**config.mk**
```make
export PLATFORM = sky130hd
export DESIGN_NAME = parallel_serial_tx_flat
export DESIGN_NICKNAME = d
export VERILOG_FILES = /design/src/rtl/parallel_serial_tx_pkg.sv /design/src/rtl/parallel_serial_tx_if.sv /design/src/rtl/parallel_serial_tx_fifo.sv /design/src/rtl/parallel_serial_tx.sv /design/src/flat_wrapper.sv
export SDC_FILE = /design/constraint.sdc
export NUM_CORES = 1
export LEC_CHECK = 0
export BUFFER_PORTS_ARGS = -buffer_cell sky130_fd_sc_hd__buf_2
export CAP_MARGIN = 20
export CORE_ASPECT_RATIO = 1.75
export CORE_MARGIN = 2
export CORE_UTILIZATION = 53
export DETAILED_ROUTE_END_ITERATION = 16
export PLACE_DENSITY = 0.78
export SLEW_MARGIN = 20
export SYNTH_ARGS = -nofsm -noshare
export SYNTH_HDL_FRONTEND = slang
export SYNTH_SLANG_ARGS = --single-unit
```
**constraint.sdc**
```tcl
create_clock -name clk_32f -period 2.19 [get_ports clk_32f]
set_input_delay 0.438 -clock clk_32f [delete_from_list [all_inputs] [get_ports clk_32f]]
set_output_delay 0.438 -clock clk_32f [all_outputs]
set_load 0.01 [all_outputs]
```
**src/rtl/parallel_serial_tx_pkg.sv**
```systemverilog
// Shared constants, FSM encoding and helpers for the parallel-to-serial transmitter.
package parallel_serial_tx_pkg;

    localparam int unsigned BYTE_W      = 8;
    localparam int unsigned SLOT_LEN    = 8;
    localparam int unsigned BIT_CNT_W   = $clog2(SLOT_LEN);
    localparam int unsigned COMMA_CNT_W = 4;

    // Idle/alignment character the receiver locks onto.
    localparam logic [BYTE_W-1:0] COMMA = 8'hBC;

    typedef enum logic {
        SYNC = 1'b0,
        RUN  = 1'b1
    } tx_state_e;

    // True on the bit position whose following edge starts a new slot.
    function automatic logic slot_load(input logic [BIT_CNT_W-1:0] bit_cnt);
        return bit_cnt == BIT_CNT_W'(SLOT_LEN - 1);
    endfunction

endpackage

```
**src/rtl/parallel_serial_tx_if.sv**
```systemverilog
// Byte-in / bit-out bus of the transmitter.
//   data_in, valid_in : byte offered by the upstream source
//   ready_out         : transmitter accepts data_in this cycle
//   data_out          : serial stream, MSB of each slot first
//   frame_out         : marks the MSB bit of each slot
//   sync_done         : comma preamble has been sent
interface parallel_serial_tx_if;
    import parallel_serial_tx_pkg::*;

    logic [BYTE_W-1:0] data_in;
    logic              valid_in;
    logic              ready_out;
    logic              data_out;
    logic              frame_out;
    logic              sync_done;

    // Source / observer side.
    modport master (
        output data_in,
        output valid_in,
        input  ready_out,
        input  data_out,
        input  frame_out,
        input  sync_done
    );

    // Transmitter side.
    modport slave (
        input  data_in,
        input  valid_in,
        output ready_out,
        output data_out,
        output frame_out,
        output sync_done
    );
endinterface

```
**src/rtl/parallel_serial_tx_fifo.sv**
```systemverilog
// tx_byte_fifo: small synchronous byte FIFO in front of the serializer.
//   clk_32f, reset : bit clock, synchronous active-high reset (pointers only)
//   push, din      : write din when not full
//   pop, dout      : dout shows the head; pop advances it when not empty
//   count          : number of stored entries (0..DEPTH)
//   full, empty    : occupancy flags
module tx_byte_fifo
    import parallel_serial_tx_pkg::*;
#(
    parameter  int unsigned DEPTH = 4,
    localparam int unsigned AW    = $clog2(DEPTH),
    localparam int unsigned CW    = AW + 1
) (
    input  logic              clk_32f,
    input  logic              reset,
    input  logic              push,
    input  logic              pop,
    input  logic [BYTE_W-1:0] din,
    output logic [BYTE_W-1:0] dout,
    output logic [CW-1:0]     count,
    output logic              full,
    output logic              empty
);

    logic [BYTE_W-1:0] mem [DEPTH];
    logic [AW-1:0]     wr_ptr_q;
    logic [AW-1:0]     rd_ptr_q;
    logic [CW-1:0]     count_q;
    logic              do_push;
    logic              do_pop;

    assign full    = count_q == CW'(DEPTH);
    assign empty   = count_q == '0;
    assign count   = count_q;
    assign dout    = mem[rd_ptr_q];
    assign do_push = push && !full;
    assign do_pop  = pop && !empty;

    // Storage is not reset; only the pointers define contents.
    always_ff @(posedge clk_32f) begin
        if (do_push) begin
            mem[wr_ptr_q] <= din;
        end
    end

    // Pointers wrap naturally because DEPTH is a power of two.
    always_ff @(posedge clk_32f) begin
        if (reset) begin
            wr_ptr_q <= '0;
            rd_ptr_q <= '0;
            count_q  <= '0;
        end else begin
            if (do_push) begin
                wr_ptr_q <= wr_ptr_q + AW'(1);
            end
            if (do_pop) begin
                rd_ptr_q <= rd_ptr_q + AW'(1);
            end
            unique case ({do_push, do_pop})
                2'b10:   count_q <= count_q + CW'(1);
                2'b01:   count_q <= count_q - CW'(1);
                default: count_q <= count_q;
            endcase
        end
    end

endmodule

```
**src/rtl/parallel_serial_tx.sv**
```systemverilog
// parallel_serial_tx: buffers bytes from a valid/ready source and serializes them
// MSB first into 8-bit slots on clk_32f. Empty slots carry the comma 0xBC, and
// after reset MIN_COMMAS commas are forced before any data so the receiver locks.
//   clk_32f : bit clock
//   reset   : synchronous, active-high
//   bus     : byte handshake in, serial bit/frame/sync out (slave side)
module parallel_serial_tx
    import parallel_serial_tx_pkg::*;
#(
    parameter int unsigned FIFO_DEPTH = 4,
    parameter int unsigned MIN_COMMAS = 4
) (
    input  logic                 clk_32f,
    input  logic                 reset,
    parallel_serial_tx_if.slave  bus
);

    localparam int unsigned FIFO_CW = $clog2(FIFO_DEPTH) + 1;

    tx_state_e              state_q;
    tx_state_e              state_d;
    logic [COMMA_CNT_W-1:0] comma_cnt_q;
    logic [COMMA_CNT_W-1:0] comma_cnt_d;
    logic [BIT_CNT_W-1:0]   bit_cnt_q;
    logic [BYTE_W-2:0]      sr_q;
    logic                   data_out_q;
    logic                   frame_out_q;
    logic                   sync_done_q;

    logic                   load;
    logic [BYTE_W-1:0]      next_byte;
    logic                   fifo_push;
    logic                   fifo_pop;
    logic [BYTE_W-1:0]      fifo_dout;
    logic [FIFO_CW-1:0]     fifo_count;
    logic                   fifo_full;
    logic                   fifo_empty;
    logic                   ready_c;

    // Accept only in RUN with room; full at this edge blocks until the next cycle.
    assign ready_c   = !reset && (state_q == RUN) && (fifo_count != FIFO_CW'(FIFO_DEPTH));
    assign fifo_push = bus.valid_in && ready_c;
    assign load      = slot_load(bit_cnt_q);

    tx_byte_fifo #(
        .DEPTH (FIFO_DEPTH)
    ) u_fifo (
        .clk_32f (clk_32f),
        .reset   (reset),
        .push    (fifo_push),
        .pop     (fifo_pop),
        .din     (bus.data_in),
        .dout    (fifo_dout),
        .count   (fifo_count),
        .full    (fifo_full),
        .empty   (fifo_empty)
    );

    // Next-state and slot byte selection; a push on a load edge is not visible
    // to this pop, so a byte pushed into an empty FIFO waits one slot.
    always_comb begin
        state_d     = state_q;
        comma_cnt_d = comma_cnt_q;
        fifo_pop    = 1'b0;
        next_byte   = COMMA;
        if (load) begin
            unique case (state_q)
                SYNC: begin
                    comma_cnt_d = comma_cnt_q + COMMA_CNT_W'(1);
                    if (comma_cnt_q == COMMA_CNT_W'(MIN_COMMAS - 1)) begin
                        state_d = RUN;
                    end
                end
                RUN: begin
                    if (!fifo_empty) begin
                        fifo_pop  = 1'b1;
                        next_byte = fifo_dout;
                    end
                end
                default: state_d = SYNC;
            endcase
        end
    end

    // State register, bit counter and serializer; reset drops any in-flight bits.
    always_ff @(posedge clk_32f) begin
        if (reset) begin
            state_q     <= SYNC;
            comma_cnt_q <= '0;
            bit_cnt_q   <= BIT_CNT_W'(SLOT_LEN - 1);
            sr_q        <= '0;
            data_out_q  <= 1'b0;
            frame_out_q <= 1'b0;
            sync_done_q <= 1'b0;
        end else begin
            state_q     <= state_d;
            comma_cnt_q <= comma_cnt_d;
            bit_cnt_q   <= bit_cnt_q + BIT_CNT_W'(1);
            sync_done_q <= state_d == RUN;
            if (load) begin
                data_out_q  <= next_byte[BYTE_W-1];
                sr_q        <= next_byte[BYTE_W-2:0];
                frame_out_q <= 1'b1;
            end else begin
                data_out_q  <= sr_q[BYTE_W-2];
                sr_q        <= {sr_q[BYTE_W-3:0], 1'b0};
                frame_out_q <= 1'b0;
            end
        end
    end

    // The occupancy count and the full flag must always agree.
    a_full_consistent: assert property (@(posedge clk_32f) disable iff (reset)
        fifo_full == (fifo_count == FIFO_CW'(FIFO_DEPTH)));

    assign bus.ready_out = ready_c;
    assign bus.data_out  = data_out_q;
    assign bus.frame_out = frame_out_q;
    assign bus.sync_done = sync_done_q;

endmodule

```
**src/flat_wrapper.sv**
```systemverilog
// flat-port wrapper written by rule: the top's interface ports become plain ports
module parallel_serial_tx_flat import parallel_serial_tx_pkg::*;
#(
    parameter int unsigned FIFO_DEPTH = 4,
    parameter int unsigned MIN_COMMAS = 4
)
  (clk_32f, reset, bus_data_in, bus_valid_in, bus_ready_out, bus_data_out, bus_frame_out, bus_sync_done);
  parallel_serial_tx_if bus_i ();
  input  logic clk_32f;
  input  logic reset;
  input wire logic [$bits(bus_i.data_in)-1:0] bus_data_in;
  input wire logic [$bits(bus_i.valid_in)-1:0] bus_valid_in;
  output wire logic [$bits(bus_i.ready_out)-1:0] bus_ready_out;
  output wire logic [$bits(bus_i.data_out)-1:0] bus_data_out;
  output wire logic [$bits(bus_i.frame_out)-1:0] bus_frame_out;
  output wire logic [$bits(bus_i.sync_done)-1:0] bus_sync_done;
  assign bus_i.data_in = bus_data_in;
  assign bus_i.valid_in = bus_valid_in;
  assign bus_ready_out = bus_i.ready_out;
  assign bus_data_out = bus_i.data_out;
  assign bus_frame_out = bus_i.frame_out;
  assign bus_sync_done = bus_i.sync_done;
  parallel_serial_tx #(.FIFO_DEPTH(FIFO_DEPTH), .MIN_COMMAS(MIN_COMMAS)) u_core (.clk_32f(clk_32f), .reset(reset), .bus(bus_i));
endmodule
```
==> results of run 1 <==
cell usage in the layout (no fill, tap or decap), drive strengths merged, types with 3 or more instances in the layout:
cell,n
and2,6
nand2b,3
xor2,3
o21ai,3
or3,3
edfxtp,32
dfxtp,26
nor2b,3
clkbuf,9
nor3,5
clkinv,3
mux4,8
inv,8
ha,8
a21oi,5
buf,23
nor2,21
power by group:
group	internal [mW]	total (mW)	switching (mW)
combinational	0.0500	0.113	0.0628
clock	0.637	1.05	0.414
sequential	1.18	1.19	0.0157
total	1.86	2.36	0.492
how the worst max path moves through the flow:
stage | startpoint | end | slack [ps] | cells past startpoint
floorplan | u_core.u_fifo.count[1] | u_core.u_fifo.count[2] | 4 | 10
global placement | u_core.u_fifo.count[1] | u_core.u_fifo.count[2] | 120 | 9
detailed placement | u_core.u_fifo.count[1] | u_core.u_fifo.count[2] | -10 | 9
CTS | u_core.u_fifo.count[1] | u_core.u_fifo.count[2] | 10 | 9
global route | u_core.u_fifo.count[1] | u_core.u_fifo.count[2] | -80 | 9
finish | u_core.u_fifo.count[1] | u_core.u_fifo.count[2] | -4 | 9
registers in the layout (all words and copies together) (netlist names), named ones only:
signal,flops
u_core.sr_q,7
u_core.bus.sync_done,1
u_core.bus.frame_out,1
u_core.bit_cnt_q,3
u_core.u_fifo.count,3
u_core.comma_cnt_q,4
u_core.u_fifo.rd_ptr_q,2
u_core.bus.data_out,1
u_core.u_fifo.wr_ptr_q,2
u_core.u_fifo.mem,32
area by class of cell:
class | instances | area [µm²]
fillers | 319 | 1450
inverters | 8 | 30.0
well taps | 49 | 61.3
repair buffers | 23 | 138
clock inverters | 7 | 93.8
clock buffers | 9 | 124
flip-flops and latches | 58 | 1490
multi-input cells | 87 | 731
cell usage after synthesis:
cell      instances  area (µm²)
edfxtp_1         32         961
nor3_1            5        25.0
o311ai_4          1        26.3
o21ai_0           3        15.0
or3_1             3        18.8
nor3b_1           1        7.51
nand3b_1          1        7.51
nand2_1           2        7.51
nor2_1           21        78.8
xor2_1            3        26.3
a31oi_1           1        6.26
inv_1             8        30.0
clkbuf_1          5        18.8
dfxtp_1          26         521
buf_2             1        5.00
and2_1            6        37.5
nand4_1           1        6.26
nand2b_1          3        18.8
mux2i_1           1        10.0
a21oi_1           5        25.0
buf_6             1        11.3
and3_1            1        6.26
o31ai_2           1        12.5
or2_2             2        12.5
fa_1              1        20.0
or3b_1            1        8.76
nand3_1           1        5.00
a22o_1            1        8.76
a21o_1            1        7.51
xnor2_1           2        17.5
mux4_2            8         180
ha_1              8         100
nor2b_1           3        18.8
logic make-up (layout without fill, tap and decap cells):
| kind of cell | Yosys count | in the layout |
|---|---|---|
| adder cells (fa/ha/maj) | 9 | 9 |
| buffers and inverters | 15 | 47 |
| AND/OR/NAND/NOR | 51 | 51 |
| XOR/XNOR | 5 | 5 |
| AO/OA/AOI/OAI | 13 | 13 |
| multiplexers | 9 | 9 |
| flip-flops | 58 | 58 |
critical path: stages, from the launching register on:
cell     delay [ps]
dfxtp_2         320
or3b_4          390
and3_4          160
inv_1            60
ha_2            180
inv_2            40
fa_2            330
xor2_1          160
or3_1           330
a21oi_2         140
metal layers:
metal  up-vias  global-route usage  wire length [µm]
met5         -                   0                 0
met4         0               0.111               106
met3         9              0.0662               142
met2        25               0.334              2230
met1       618               0.194              1340
li1        623                   -                 -
timing repair:
| action | CTS | global route |
|---|---|---|
| setup buffers | 1 | 0 |
| setup endpoints to repair | 1 | 1 |
| gates resized for setup | 3 | 0 |
per-stage QoR:
| stage | hold WS [ps] | utilization |
|---|---|---|
| after floorplan | 375 | - |
| after global placement | 383 | 0.590 |
| after detailed placement | 393 | 0.590 |
| after CTS | 300 | 0.648 |
| after global routing | 312 | 0.648 |
| final | 316 | 0.648 |
==> metrics.yaml, run 1 <==
sta:
  min_period_ps: 2190
  clock.fmax_mhz: 456
  rsz0062_at_grt: "true"
  fin_crit_sh: 1.00
  layout_setup_ws_ps: -4.37
  final_max_slew_viol_count: 0
  setup_viol: 1
  finClkSkew_ps: 10.8
  tns_ps: -4.37
  final_hold_viol_count: 0
  relSlewSlack: 0.652
  worst_pin_slew_ps: 521
die:
  io_pins: 15
  start_util: 0.550
  fp.coreArea_um2: 4110
  std_cell_rows: 31
  die_h_um: 90.4
  fp.dieArea_um2: 4820
  die_w_um: 53.4
global_route:
  grt_pass1_wl_mm: 6.53
  grt_max_degree: 26
  antenna_found_initial: 0
  grt.total_usage: 0.196
  overflow: 0
  grt_pass1_vias: 1403
critical_path:
  required_ps: 2450
  path_max_fanout: 3
  rr_worst_depth: 9
  r2r_slack_ps: -4
  cp-end-kind: "flop"
  r2r-start: "u_core.u_fifo.count[1]"
  cp.arrival_ps: 2450
  startpoint_type: "flop"
  r2r-end: "u_core.u_fifo.count[2]"
  criticalPathCategory: "flop to flop"
hold_path:
  hold_start: "bus_data_in[5]"
  min_to: "u_core.u_fifo.mem[1][5]"
  hold_depth: 1
  min_path_type: "primary input to flop"
run_status:
  status: "complete, but fails checks"
  violations: "negative setup slack"
synth:
  synth-seq-cells: 58
  ys_warn_count: 0
  synth_nets: 180
  synth_xor_area_frac: 0.0194
  synth_compound_area_frac: 0.0448
  syn-mean-instance-area_um2: 14.1
  synthCells: 160
  yosysSeqAreaShare: 0.655
  synthMuxAreaShare: 0.0841
  synthesis.area_um2: 2260
  synth-simple-area-share: 0.115
  synth_top_family_by_area: "simple AND/OR/NAND/NOR gates"
  yosysUniqueCellTypes: 33
  synth_fa_ha_area_frac: 0.0531
placement:
  dpl-instance-area_um2: 2430
  dp_hpwl_mm: 2.68
  place_congestion: 0.748
  numPortBuffers: 14
  dpl.cell_count: 224
  place_ws_ps: -14.7
final_layout:
  drive_gt1_frac: 0.313
  antennaDiodeCount: 0
  final_area_um2: 2660
  syn2layout_area_growth_pct: 17.8
  final_nets: 207
  instances_no_fill: 241
routing:
  wl_per_cell_um: 15.9
  routed_wl_mm: 3.83
  via_per_inst: 5.29
  drtAntennaViolNets: 0
  drt_iter0_markers: 31
  via_count: 1275
  drtPass1Iterations: 4
  remaining_drc_errors: 0
clocking:
  clk-insertion-delay-late_ps: 330
  htree_num_levels: 3
  clockBufferDepth: 2
  clock-sinks: 58
  cts_tree: "done"
  clkTransAtPathRegs_ps: 60
  cts-root-buf: "clkbuf_8"
  cts_hold_buf: 0
  numCtsBuffers: 9
power_and_ir_drop:
  power.total_mw: 2.36
  pwr_density_cell_nw_per_um2: 885
  leakagePower_nw: 0.969
  ir_drop_v: 0.000787
flow_run:
  max-cap-violations: 0
(Power assumes the default switching activity.)
==> run 2: changes to the inputs <==
SYNTH_HIERARCHICAL = 1   (was not set)
==> run 2 against run 1 <==
Compared with the run above:
- the run now ends clean
- die area increased by 2.7%
- global-route usage increased by 0.13 points
- worst setup slack improved by 36 ps
- total power decreased by 9.5%
- final cell count increased by 6.2%
- critical endpoint is now u_core/u_fifo/count[2]
- highest routed layer unchanged
==> metrics.yaml, run 2 <==
run_status:
  status: "completed"
global_route:
  antenna_found_initial: 0
  overflow: 0
  use_met1: 0.204
  grt.total_usage: 0.197
  grt_pass1_vias: 1434
  top_usage_layer: "met2"
  grt_max_degree: 28
  grtUsageMet3: 0.0668
  use_met2: 0.318
  grt_pass1_wl_mm: 6.62
final_layout:
  reg_top3: "u_core/u_fifo/mem (32), u_core/sr_q (7), u_core/comma_cnt_q (4)"
  drive_gt1_frac: 0.372
  largest-register: "u_core/u_fifo/mem"
  mostFrequentLayoutCells: "edfxtp_1, nor2_1, dfxtp_1"
  antennaDiodeCount: 0
  final_area_um2: 2810
  final_nets: 223
  layout_commonest_cell: "edfxtp_1"
  postLayoutCoreUtil: 0.670
  largest_reg_flops: 32
  syn2layout_area_growth_pct: 20.8
routing:
  drtPass1Iterations: 4
  via_per_inst: 5.43
  drtAntennaViolNets: 0
  wl_per_cell_um: 15.7
  remaining_drc_errors: 0
  routed_wl_mm: 4.02
  drt_iter0_markers: 19
  via_count: 1389
critical_path:
  crit_path_top_delay_cell: "fa_2"
  cp.arrival_ps: 2420
  r2r-end: "u_core/u_fifo/count[2]"
  path_buf_inv: 2
  crit_family: "adder cells"
  r2r-start: "u_core/bit_cnt_q[1]"
  r2r_slack_ps: 30
  criticalPathCategory: "flop to flop"
  cp-end-kind: "flop"
  worstPathCellList: "ha_4 -> ha_4 -> and2_4 -> o31ai_2 -> inv_1 -> ha_4 -> inv_2 -> fa_2 -> xor2_2 -> or3_1 -> a21oi_2"
  critPathMaxStageDelay_ps: 360
  rr_worst_depth: 11
  required_ps: 2460
  startpoint_type: "flop"
  crit_top_cell: "ha_4"
  path_max_fanout: 2
clocking:
  clockBufferDepth: 2
  clock-sinks: 58
  clk-insertion-delay-late_ps: 340
  cts_tree: "done"
  htree_num_levels: 3
  cts-root-buf: "clkbuf_8"
  numCtsBuffers: 9
  clkTransAtPathRegs_ps: 60
sta:
  final_hold_viol_count: 0
  worst_pin_slew_ps: 520
  clock.fmax_mhz: 463
  rsz0062_at_grt: "true"
  min_period_ps: 2160
  final_max_slew_viol_count: 0
  fin_crit_sh: 0.986
  relSlewSlack: 0.653
  finClkSkew_ps: 4.07
  setup_viol: 0
synth:
  synth_area_leaders: "edfxtp_1, dfxtp_1, mux4_2, ha_1, nor2_1"
  synthFlopType: "edfxtp_1"
  yosysSeqAreaShare: 0.637
  synth_nets: 191
  yosysTopAreaCell: "edfxtp_1"
  synthMostInstantiatedCell: "edfxtp_1"
  syn-mean-instance-area_um2: 13.7
  synth_top_area_share: 0.413
  synthCells: 170
  synthesis.area_um2: 2320
  synth-seq-cells: 58
  synth_edf_count: 32
  async_reset_ff_frac: 0
  ys_top_cells_by_count: "edfxtp_1, dfxtp_1, nor2_1, ha_1"
  yosysUniqueCellTypes: 33
  ys_warn_count: 6
die:
  fp.dieArea_um2: 4950
  fp.coreArea_um2: 4190
  die_w_um: 54.1
  io_pins: 15
  std_cell_rows: 31
  die_h_um: 91.6
  start_util: 0.555
hold_path:
  hold_start: "bus_data_in[4]"
  min_path_type: "primary input to flop"
  hold_depth: 1
  min_to: "u_core/u_fifo/mem[0][4]"
placement:
  numPortBuffers: 14
  place_congestion: 0.694
  dpl-instance-area_um2: 2530
  dp_hpwl_mm: 2.82
power_and_ir_drop:
  leakagePower_nw: 0.996
  pwr_density_cell_nw_per_um2: 760
  ir_drop_v: 0.000651
flow_run:
  max-cap-violations: 0
==> run 2: cell types whose count changed in the layout (fill, tap and decap cells not counted), sizes merged, moves of 2 or more <==
| cell | before | now |
|---|---|---|
| buf | 23 | 28 |
| bufinv | 2 | 0 |
| nor3 | 5 | 2 |
| a21oi | 5 | 7 |
| a211oi | 0 | 5 |
| nor2 | 21 | 23 |
| nand2b | 3 | 7 |
==> run 2: final cells by class <==
cell class                      count  area [µm²]
Multi-Input combinational cell     97         878
Clock buffer                       10         128
Clock inverter                      6        33.8
Inverter                            8        32.5
Sequential cell                    58        1500
Timing Repair Buffer               28         179
Fill cell                         326        1380
Tap cell                           49        61.3
==> run 2: logic make-up after synthesis <==
kind of cell	count (synthesis)	synth area share
compound gates	17	0.0457
fa+ha+maj	10	0.0571
mux	11	0.0910
buf+inv	15	0.0274
simple gates	54	0.123
flops	58	0.637
xor+xnor	5	0.0188
==> run 2: worst register-to-register path: stages (launching register included) <==
cell and delay (ps):
dfxtp_2 340, ha_4 140, ha_4 120, and2_4 140, o31ai_2 70, inv_1 90
ha_4 140, inv_2 40, fa_2 360, xor2_2 160, or3_1 360, a21oi_2 140
==> run 2: timing repair <==
item	in CTS	in global routing
hold buffers	0	0
gates resized for setup	8	15
pin swaps	1	7
setup endpoints to repair	1	1
cloned	0	0
setup buffers	0	4
==> run 2: layer usage <==
metal / routed length (µm) / vias up
met5: 0 / -
met4: 183 / 0
met3: 140 / 19
met2: 2200 / 32
met1: 1500 / 672
li1: - / 666
==> run 2: metrics by stage <==
| step | hold slack [ps] | cells | setup slack [ps] | total power [mW] | setup TNS [ps] |
|---|---|---|---|---|---|
| after CTS | 296 | 252 | 10.9 | 2.16 | 0 |
| after floorplan | 374 | 170 | 20.2 | 1.30 | 0 |
| after detailed placement | 395 | 236 | -49.6 | 1.34 | -49.6 |
| after global routing | 310 | 256 | -54.0 | 2.23 | -54.0 |
| final | 315 | 256 | 31.3 | 2.13 | 0 |
| after global placement | 384 | 236 | 35.2 | 1.33 | 0 |
==> run 2: report_power, final <==
group / leakage (nW) / internal (mW) / switching (mW) / total [mW]
combinational: 0.415 / 0.0665 / 0.0700 / 0.137
clock: 0.0795 / 0.399 / 0.403 / 0.802
sequential: 0.502 / 1.18 / 0.0187 / 1.19
==> run 2: worst max path at each step <==
stage                            from                endpoint  slack [ps]  cells past startpoint
2_1_floorplan                   reset  u_core/u_fifo/count[2]          20                     13
3_5_place_dp   u_core/u_fifo/count[0]  u_core/u_fifo/count[2]         -50                     11
6_report          u_core/bit_cnt_q[1]  u_core/u_fifo/count[2]          30                     11
3_3_place_gp   u_core/u_fifo/count[0]  u_core/u_fifo/count[2]          40                     11
5_1_grt           u_core/bit_cnt_q[0]  u_core/u_fifo/count[2]         -50                     11
4_1_cts           u_core/bit_cnt_q[1]  u_core/u_fifo/count[2]          10                     11
